### src/rtl/gs232c_circ_oldest_picker_if.sv
// Handshake bundle for gs232c_circ_oldest_picker.
//   N  : log2 of entry count (E = 1<<N), 0..5
//   CW : width of the stall statistics counter
// Names carry the picker's point of view: i_* flow into the picker, o_* flow out.
//   i_req[E]       per-entry request
//   i_head_inc     oldest entry retired, head advances by one
//   i_flush        drop the grant, head back to 0
//   i_out_ready    consumer accepts the grant this cycle
//   o_out_valid    grant present
//   o_out_idx      granted entry index (1 bit, tied 0, when N=0)
//   o_out_onehot   one-hot of o_out_idx, zero when no grant
//   o_head         current head pointer
//   o_stall_cnt    stalled-grant cycle count
// The picker binds to modport slave; the requester/consumer side binds to master.
interface gs232c_circ_oldest_picker_if #(
  parameter int N  = 3,
  parameter int CW = 16
);
  localparam int E  = 1 << N;
  localparam int IW = (N < 1) ? 1 : N;

  logic [E-1:0]  i_req;
  logic          i_head_inc;
  logic          i_flush;
  logic          i_out_ready;
  logic          o_out_valid;
  logic [IW-1:0] o_out_idx;
  logic [E-1:0]  o_out_onehot;
  logic [IW-1:0] o_head;
  logic [CW-1:0] o_stall_cnt;

  modport slave (
    input  i_req, i_head_inc, i_flush, i_out_ready,
    output o_out_valid, o_out_idx, o_out_onehot, o_head, o_stall_cnt
  );

  modport master (
    output i_req, i_head_inc, i_flush, i_out_ready,
    input  o_out_valid, o_out_idx, o_out_onehot, o_head, o_stall_cnt
  );
endinterface

### src/rtl/gs232c_circ_oldest_picker.sv
// Registered oldest-first picker for a circular queue of E = 1<<N entries.
// Grants the first requesting entry at or after the tracked head, in circular
// order, one cycle after the request. A grant is held until accepted.
// Ports:
//   i_clock  rising-edge clock
//   i_reset  synchronous active-high reset
//   io_bus   gs232c_circ_oldest_picker_if.slave (request, head/flush control,
//            valid/ready grant output, head and stall statistics)
// Optional feature: define GS232C_PICKER_STATS_EN to build the saturating
// stall counter; otherwise o_stall_cnt is tied to 0 and no flops exist for it.
module gs232c_circ_oldest_picker #(
  parameter int N  = 3,
  parameter int CW = 16
) (
  input  logic                          i_clock,
  input  logic                          i_reset,
  gs232c_circ_oldest_picker_if.slave    io_bus
);
  localparam int E  = 1 << N;
  localparam int IW = (N < 1) ? 1 : N;

  logic          r_valid;
  logic [IW-1:0] r_idx;
  logic [IW-1:0] r_head;

  logic          w_fire;
  logic          w_free;
  logic [E-1:0]  w_onehot;
  logic [E-1:0]  w_req_e;
  logic          w_any;
  logic [IW-1:0] w_pick;

  always_comb begin
    w_fire   = r_valid & io_bus.i_out_ready;
    w_free   = ~r_valid | io_bus.i_out_ready;
    w_onehot = r_valid ? (E'(1) << r_idx) : '0;
    // The entry being accepted now must not be granted again from this
    // cycle's request vector (its req bit may not have dropped yet).
    w_req_e  = io_bus.i_req & ~(w_fire ? w_onehot : '0);
    w_any    = |w_req_e;
  end

  // Scan offsets from farthest to nearest so the entry closest to head
  // (at or after it, wrapping) is the last writer and wins.
  always_comb begin
    w_pick = '0;
    for (int k = E - 1; k >= 0; k--) begin
      if (w_req_e[r_head + IW'(k)]) w_pick = r_head + IW'(k);
    end
  end

  always_ff @(posedge i_clock) begin
    if (i_reset) begin
      r_valid <= 1'b0;
      r_idx   <= '0;
      r_head  <= '0;
    end else if (io_bus.i_flush) begin
      r_valid <= 1'b0;
      r_head  <= '0;
    end else begin
      if (w_free) begin
        r_valid <= w_any;
        if (w_any) r_idx <= w_pick;
      end
      // Pick above used the old head; the advanced head applies next cycle.
      if (io_bus.i_head_inc && N > 0) r_head <= r_head + IW'(1);
    end
  end

`ifdef GS232C_PICKER_STATS_EN
  logic [CW-1:0] r_stall_cnt;

  // Counts every stalled-grant cycle, flush included; only reset clears it.
  always_ff @(posedge i_clock) begin
    if (i_reset) begin
      r_stall_cnt <= '0;
    end else if (r_valid && !io_bus.i_out_ready && r_stall_cnt != '1) begin
      r_stall_cnt <= r_stall_cnt + CW'(1);
    end
  end

  assign io_bus.o_stall_cnt = r_stall_cnt;
`else
  assign io_bus.o_stall_cnt = '0;
`endif

  assign io_bus.o_out_valid  = r_valid;
  assign io_bus.o_out_idx    = r_idx;
  assign io_bus.o_out_onehot = w_onehot;
  assign io_bus.o_head       = r_head;
endmodule

### src/flat_wrapper.sv
// flat-port wrapper written by rule: the top's interface ports become plain ports
module gs232c_circ_oldest_picker_flat 
#(
  parameter int N  = 3,
  parameter int CW = 16
)
  (i_clock, i_reset, io_bus_i_req, io_bus_i_head_inc, io_bus_i_flush, io_bus_i_out_ready, io_bus_o_out_valid, io_bus_o_out_idx, io_bus_o_out_onehot, io_bus_o_head, io_bus_o_stall_cnt);
  gs232c_circ_oldest_picker_if #(.N(N), .CW(CW)) io_bus_i ();
  input  logic i_clock;
  input  logic i_reset;
  input wire logic [$bits(io_bus_i.i_req)-1:0] io_bus_i_req;
  input wire logic [$bits(io_bus_i.i_head_inc)-1:0] io_bus_i_head_inc;
  input wire logic [$bits(io_bus_i.i_flush)-1:0] io_bus_i_flush;
  input wire logic [$bits(io_bus_i.i_out_ready)-1:0] io_bus_i_out_ready;
  output wire logic [$bits(io_bus_i.o_out_valid)-1:0] io_bus_o_out_valid;
  output wire logic [$bits(io_bus_i.o_out_idx)-1:0] io_bus_o_out_idx;
  output wire logic [$bits(io_bus_i.o_out_onehot)-1:0] io_bus_o_out_onehot;
  output wire logic [$bits(io_bus_i.o_head)-1:0] io_bus_o_head;
  output wire logic [$bits(io_bus_i.o_stall_cnt)-1:0] io_bus_o_stall_cnt;
  assign io_bus_i.i_req = io_bus_i_req;
  assign io_bus_i.i_head_inc = io_bus_i_head_inc;
  assign io_bus_i.i_flush = io_bus_i_flush;
  assign io_bus_i.i_out_ready = io_bus_i_out_ready;
  assign io_bus_o_out_valid = io_bus_i.o_out_valid;
  assign io_bus_o_out_idx = io_bus_i.o_out_idx;
  assign io_bus_o_out_onehot = io_bus_i.o_out_onehot;
  assign io_bus_o_head = io_bus_i.o_head;
  assign io_bus_o_stall_cnt = io_bus_i.o_stall_cnt;
  gs232c_circ_oldest_picker #(.N(N), .CW(CW)) u_core (.i_clock(i_clock), .i_reset(i_reset), .io_bus(io_bus_i));
endmodule
### config.mk
export PLATFORM = sky130hd
export DESIGN_NAME = gs232c_circ_oldest_picker_flat
export DESIGN_NICKNAME = d
export VERILOG_FILES = /design/src/rtl/gs232c_circ_oldest_picker_if.sv /design/src/rtl/gs232c_circ_oldest_picker.sv /design/src/flat_wrapper.sv
export SDC_FILE = /design/constraint.sdc
export NUM_CORES = 1
export LEC_CHECK = 0
export ABC_AREA = 1
export CORE_ASPECT_RATIO = 1.5
export CORE_UTILIZATION = 43
export CTS_BUF_LIST = sky130_fd_sc_hd__clkbuf_2 sky130_fd_sc_hd__clkbuf_4 sky130_fd_sc_hd__clkbuf_8
export DETAILED_ROUTE_END_ITERATION = 6
export PLACE_DENSITY = 0.8
export SETUP_SLACK_MARGIN = 0.5
export SYNTH_ARGS = -nofsm -noshare
export SYNTH_HDL_FRONTEND = slang
export SYNTH_SLANG_ARGS = --single-unit
### constraint.sdc
create_clock -name i_clock -period 2.28 [get_ports i_clock]
set_clock_uncertainty 0.05 [all_clocks]
set_input_delay 0.342 -clock i_clock [delete_from_list [all_inputs] [get_ports i_clock]]
set_output_delay 0.342 -clock i_clock [all_outputs]
set_load 0.03 [all_outputs]
==> metrics.md, run 1 <==
| Metric | Value |
|---|---|
| Leakage | `0.00103 µW` |
| CTS tree | `done` |
| Top Ports | `44` |
| Proportion of layout cells with a drive suffix above 1 | `0.462` |
| Met2 usage | `0.561` |
| Crit path required time | `2.38 ns` |
| Final ANT Viol Nets | `0` |
| Pre-CTS setup slack | `-0.00519 ns` |
| Detailed Place HPWL | `2.67 mm` |
| VDD IR max | `488 µV` |
| CP Capture Type | `register` |
| Die ar. | `0.00319 mm²` |
| Vias in the first global route | `1570` |
| Hold Violations, Final | `0` |
| CP bufs+invs | `1` |
| Initial Utilization | `0.465` |
| Tmin final | `2.01 ns` |
| Nets | `278` |
| Clock latency on the worst-skew pair | `0.23 ns` |
| Post-DR vias/cell | `5.54` |
| Final WL | `4.85 mm` |
| CTS Buffer Depth | `2` |
| Comb power frac | `0.581` |
| Largest family of logic cells by synthesized area | `simple AND/OR/NAND/NOR gates` |
| F_max | `497 MHz` |
| Worst EP arrival | `2.12 ns` |
| FF-to-FF Start | `u_core.io_bus.o_out_valid$_SDFFE_PP0P_` |
| Final Core Density | `0.757` |
| Critical-path top delay cell | `dfxtp_4` |
| First-pass GRT wire length | `6.88 mm` |
| Syn Std Cell Area | `0.00127 mm²` |
| Switching component of the power | `374 µW` |
| Status | `finished, final reports clean` |
| Avg WL per Cell | `16.2 µm` |
| Internal power | `428 µW` |
| Post-synthesis cell count | `216` |
| Switch share | `0.466` |
| Syn avg cell area | `5.89 µm²` |
| Post-Synth Adder-Cell Area | `0.0197` |
| Congestion Overflow GR | `0` |
| Final RePlAce weighted congestion | `0.889` |
| Cell Pwr Density | `387 mW/mm²` |
| GRT met1 Usage | `0.287` |
| Area Overhead vs Synth | `62.7%` |
| Cell family with most CP delay | `simple AND/OR/NAND/NOR gates` |
| Number of remaining DRC errors | `0` |
| CP Max Fanout | `5` |
| Synth Area in XOR/XNOR | `0.0138` |
| GRT Total Usage | `0.297` |
| Die H | `68.6 µm` |
| Post-synthesis compound-gate area fraction | `0.0973` |
| Detailed-route via count | `1657` |
| CP dominant cell by count | `nand2_1` |
| Final slew viol count | `0` |
| Largest net degree at the start of global routing | `9` |
| Clock power frac | `0.232` |
| R2R Setup Slk | `0.27 ns` |
| GRT met3 Usage | `0.0417` |
| Critical path class | `reg -> reg` |
| Placement Cell Area | `0.00158 mm²` |
| First-pass detailed-route iteration total | `4` |
| Max-Cap Viols | `0` |
| Row count | `23` |
| Fin Setup TNS | `0 ns` |
| HP Class | `reg -> reg` |
| CP startpoint | `u_core.io_bus.o_out_valid$_SDFFE_PP0P_` |
| Sink Count | `7` |
| Critical Path, Cell by Cell | `inv_4 > nor2_4 > nand3_4 > nand3_2 > nand3_2 > nand3_4 > nand2_4 > o21ai_2 > nand2_1 > nand2_1 > nand2_1 > a21oi_2 > nand2_2 > a21oi_2` |
| Post-synthesis mux area share | `0` |
| Most Crowded Layer GR | `met2` |
| Setup crit start kind | `register` |
| Register area share after synthesis | `0.110` |
| Yosys warns | `0` |
| Post-synthesis simple-gate area fraction | `0.543` |
| Sequential share of power | `0.188` |
| Unrepaired setup endpoints after global routing | `true` |
| PortBufs | `27` |
| # setup viols final | `0` |
| Cell area after layout | `0.00207 mm²` |
| Power Total | `802 µW` |
| Die span in x | `46.4 µm` |
| Clock slew at reported path FFs | `0.04 ns` |
| Ant diodes | `0` |
| Root buf cell | `clkbuf_8` |
| Hold Startpoint | `u_core.io_bus.o_out_idx[2]$_SDFFE_PP0P_` |
| Slowest stage delay, CP | `0.38 ns` |
| FF+latch count, synth | `7` |
| Cts hold-fix bufs | `0` |
| Antenna violations before repair | `0` |
| Number of distinct library cells after synthesis | `26` |
| Part of the cycle the worst path needs | `0.883` |
| Initial DRC count | `55` |
| H-tree depth | `1` |
| Worst setup margin | `0.266 ns` |
| CTS Buf Count | `3` |
| CORE AREA | `0.00273 mm²` |
## worst min-delay path, stage by stage, from the launching register on
cell	delay, ns
dfxtp_2	0.36
nand2_1	0.10
a21oi_2	0.06
## what timing repair did
item | CTS | global route
gates resized for setup | 83 | 36
cloned | 1 | 0
endpoints found under the setup margin | 13 | 13
setup buffers | 14 | 2
pin swaps | 22 | 9
## area by class of cell
type | count | area, µm²
inverter | 31 | 138
clock buffer | 4 | 48.8
fill | 176 | 663
sequential | 7 | 164
multi-input combinational | 172 | 1260
timing repair buffer | 48 | 410
tap | 37 | 46.3
## path summary, 6_finish.rpt
check,endpoint,cells after the start
hold reg to reg,u_core.io_bus.o_out_idx[2]$_SDFFE_PP0P_,2
hold / removal,u_core.io_bus.o_out_idx[2]$_SDFFE_PP0P_,2
setup reg to reg,u_core.io_bus.o_out_idx[0]$_SDFFE_PP0P_,14
setup / recovery,u_core.io_bus.o_out_idx[0]$_SDFFE_PP0P_,14
## power groups by stage
stage	Sequential [µW]	Combinational, µW	Clock (µW)
floorplan	159	282	0
global placement	151	353	0
detailed placement	151	356	0
CTS	148	422	186
global route	151	505	195
finish	150	466	186
## metal layers
| metal | part of all wire | vias up |
|---|---|---|
| met5 | 0 | - |
| met4 | 0.054 | 0 |
| met3 | 0.042 | 29 |
| met2 | 0.54 | 79 |
| met1 | 0.37 | 785 |
| li1 | - | 764 |
## Yosys cell counts
cell type / number / area share
inv_1: 21 / 0.062
a21oi_2: 2 / 0.014
conb_1: 1 / 0.0029
nand3_1: 39 / 0.15
inv_2: 6 / 0.018
nand3_2: 18 / 0.14
a221oi_1: 2 / 0.014
dfxtp_1: 7 / 0.11
ha_1: 2 / 0.020
or2_2: 1 / 0.0049
o211ai_1: 1 / 0.0059
xor2_1: 1 / 0.0069
and3_1: 1 / 0.0049
a31oi_1: 1 / 0.0049
xnor2_1: 1 / 0.0069
clkinv_1: 4 / 0.012
nor2_2: 3 / 0.015
a21oi_1: 10 / 0.039
buf_4: 20 / 0.12
nand2_1: 50 / 0.15
buf_2: 1 / 0.0039
nor2_1: 13 / 0.038
nand2_2: 4 / 0.020
nor2_4: 2 / 0.018
o21ai_1: 2 / 0.0079
o21ai_0: 3 / 0.012
## cells by family (layout without fill, tap and decap cells)
family,after synthesis,count (layout)
other cells,1,16
simple gates,131,131
xor+xnor,2,2
flops,7,7
buf+inv,52,83
compound gates,21,21
fa+ha+maj,2,2
## sequential cells by signal (all words and copies together) (netlist names)
name	flops
u_core.io_bus.o_head	3
u_core.io_bus.o_out_idx	3
u_core.io_bus.o_out_valid	1
## per-stage QoR
step                hold slack [ns]  cells
finish                        0.506    299
global route                  0.538    299
CTS                           0.495    297
detailed placement            0.459    278
global placement              0.456    278
floorplan                     0.347    231
## placed cells by master, fill, tap and decap left out, drive strengths merged
cell type      synthesis  routed
a21oi                 12      12
a221oi                 2       2
a31oi                  1       1
and3                   1       1
buf                   21      25
clkbuf                 0       6
clkdlybuf4s15          0       1
clkdlybuf4s50          0       7
clkinv                 4       4
conb                   1      16
dfxtp                  7       7
dlygate4sd2            0      10
dlymetal6s2s           0       3
ha                     2       2
inv                   27      27
nand2                 54      54
nand3                 57      57
nor2                  18      18
o211ai                 1       1
o21ai                  5       5
or2                    1       1
xnor2                  1       1
xor2                   1       1
Power figures use the tool's default switching activity.
==> run 2, diff against run 1 <==
--- a/config.mk
+++ b/config.mk
@@ -9,6 +9,7 @@
 export CORE_ASPECT_RATIO = 1.5
 export CORE_UTILIZATION = 43
 export CTS_BUF_LIST = sky130_fd_sc_hd__clkbuf_2 sky130_fd_sc_hd__clkbuf_4 sky130_fd_sc_hd__clkbuf_8
+export CTS_CLUSTER_SIZE = 25
 export DETAILED_ROUTE_END_ITERATION = 6
 export PLACE_DENSITY = 0.8
 export SETUP_SLACK_MARGIN = 0.5
==> results of run 2 <==
Same layout as run 1: the final DEF is identical, and so are final timing and power.
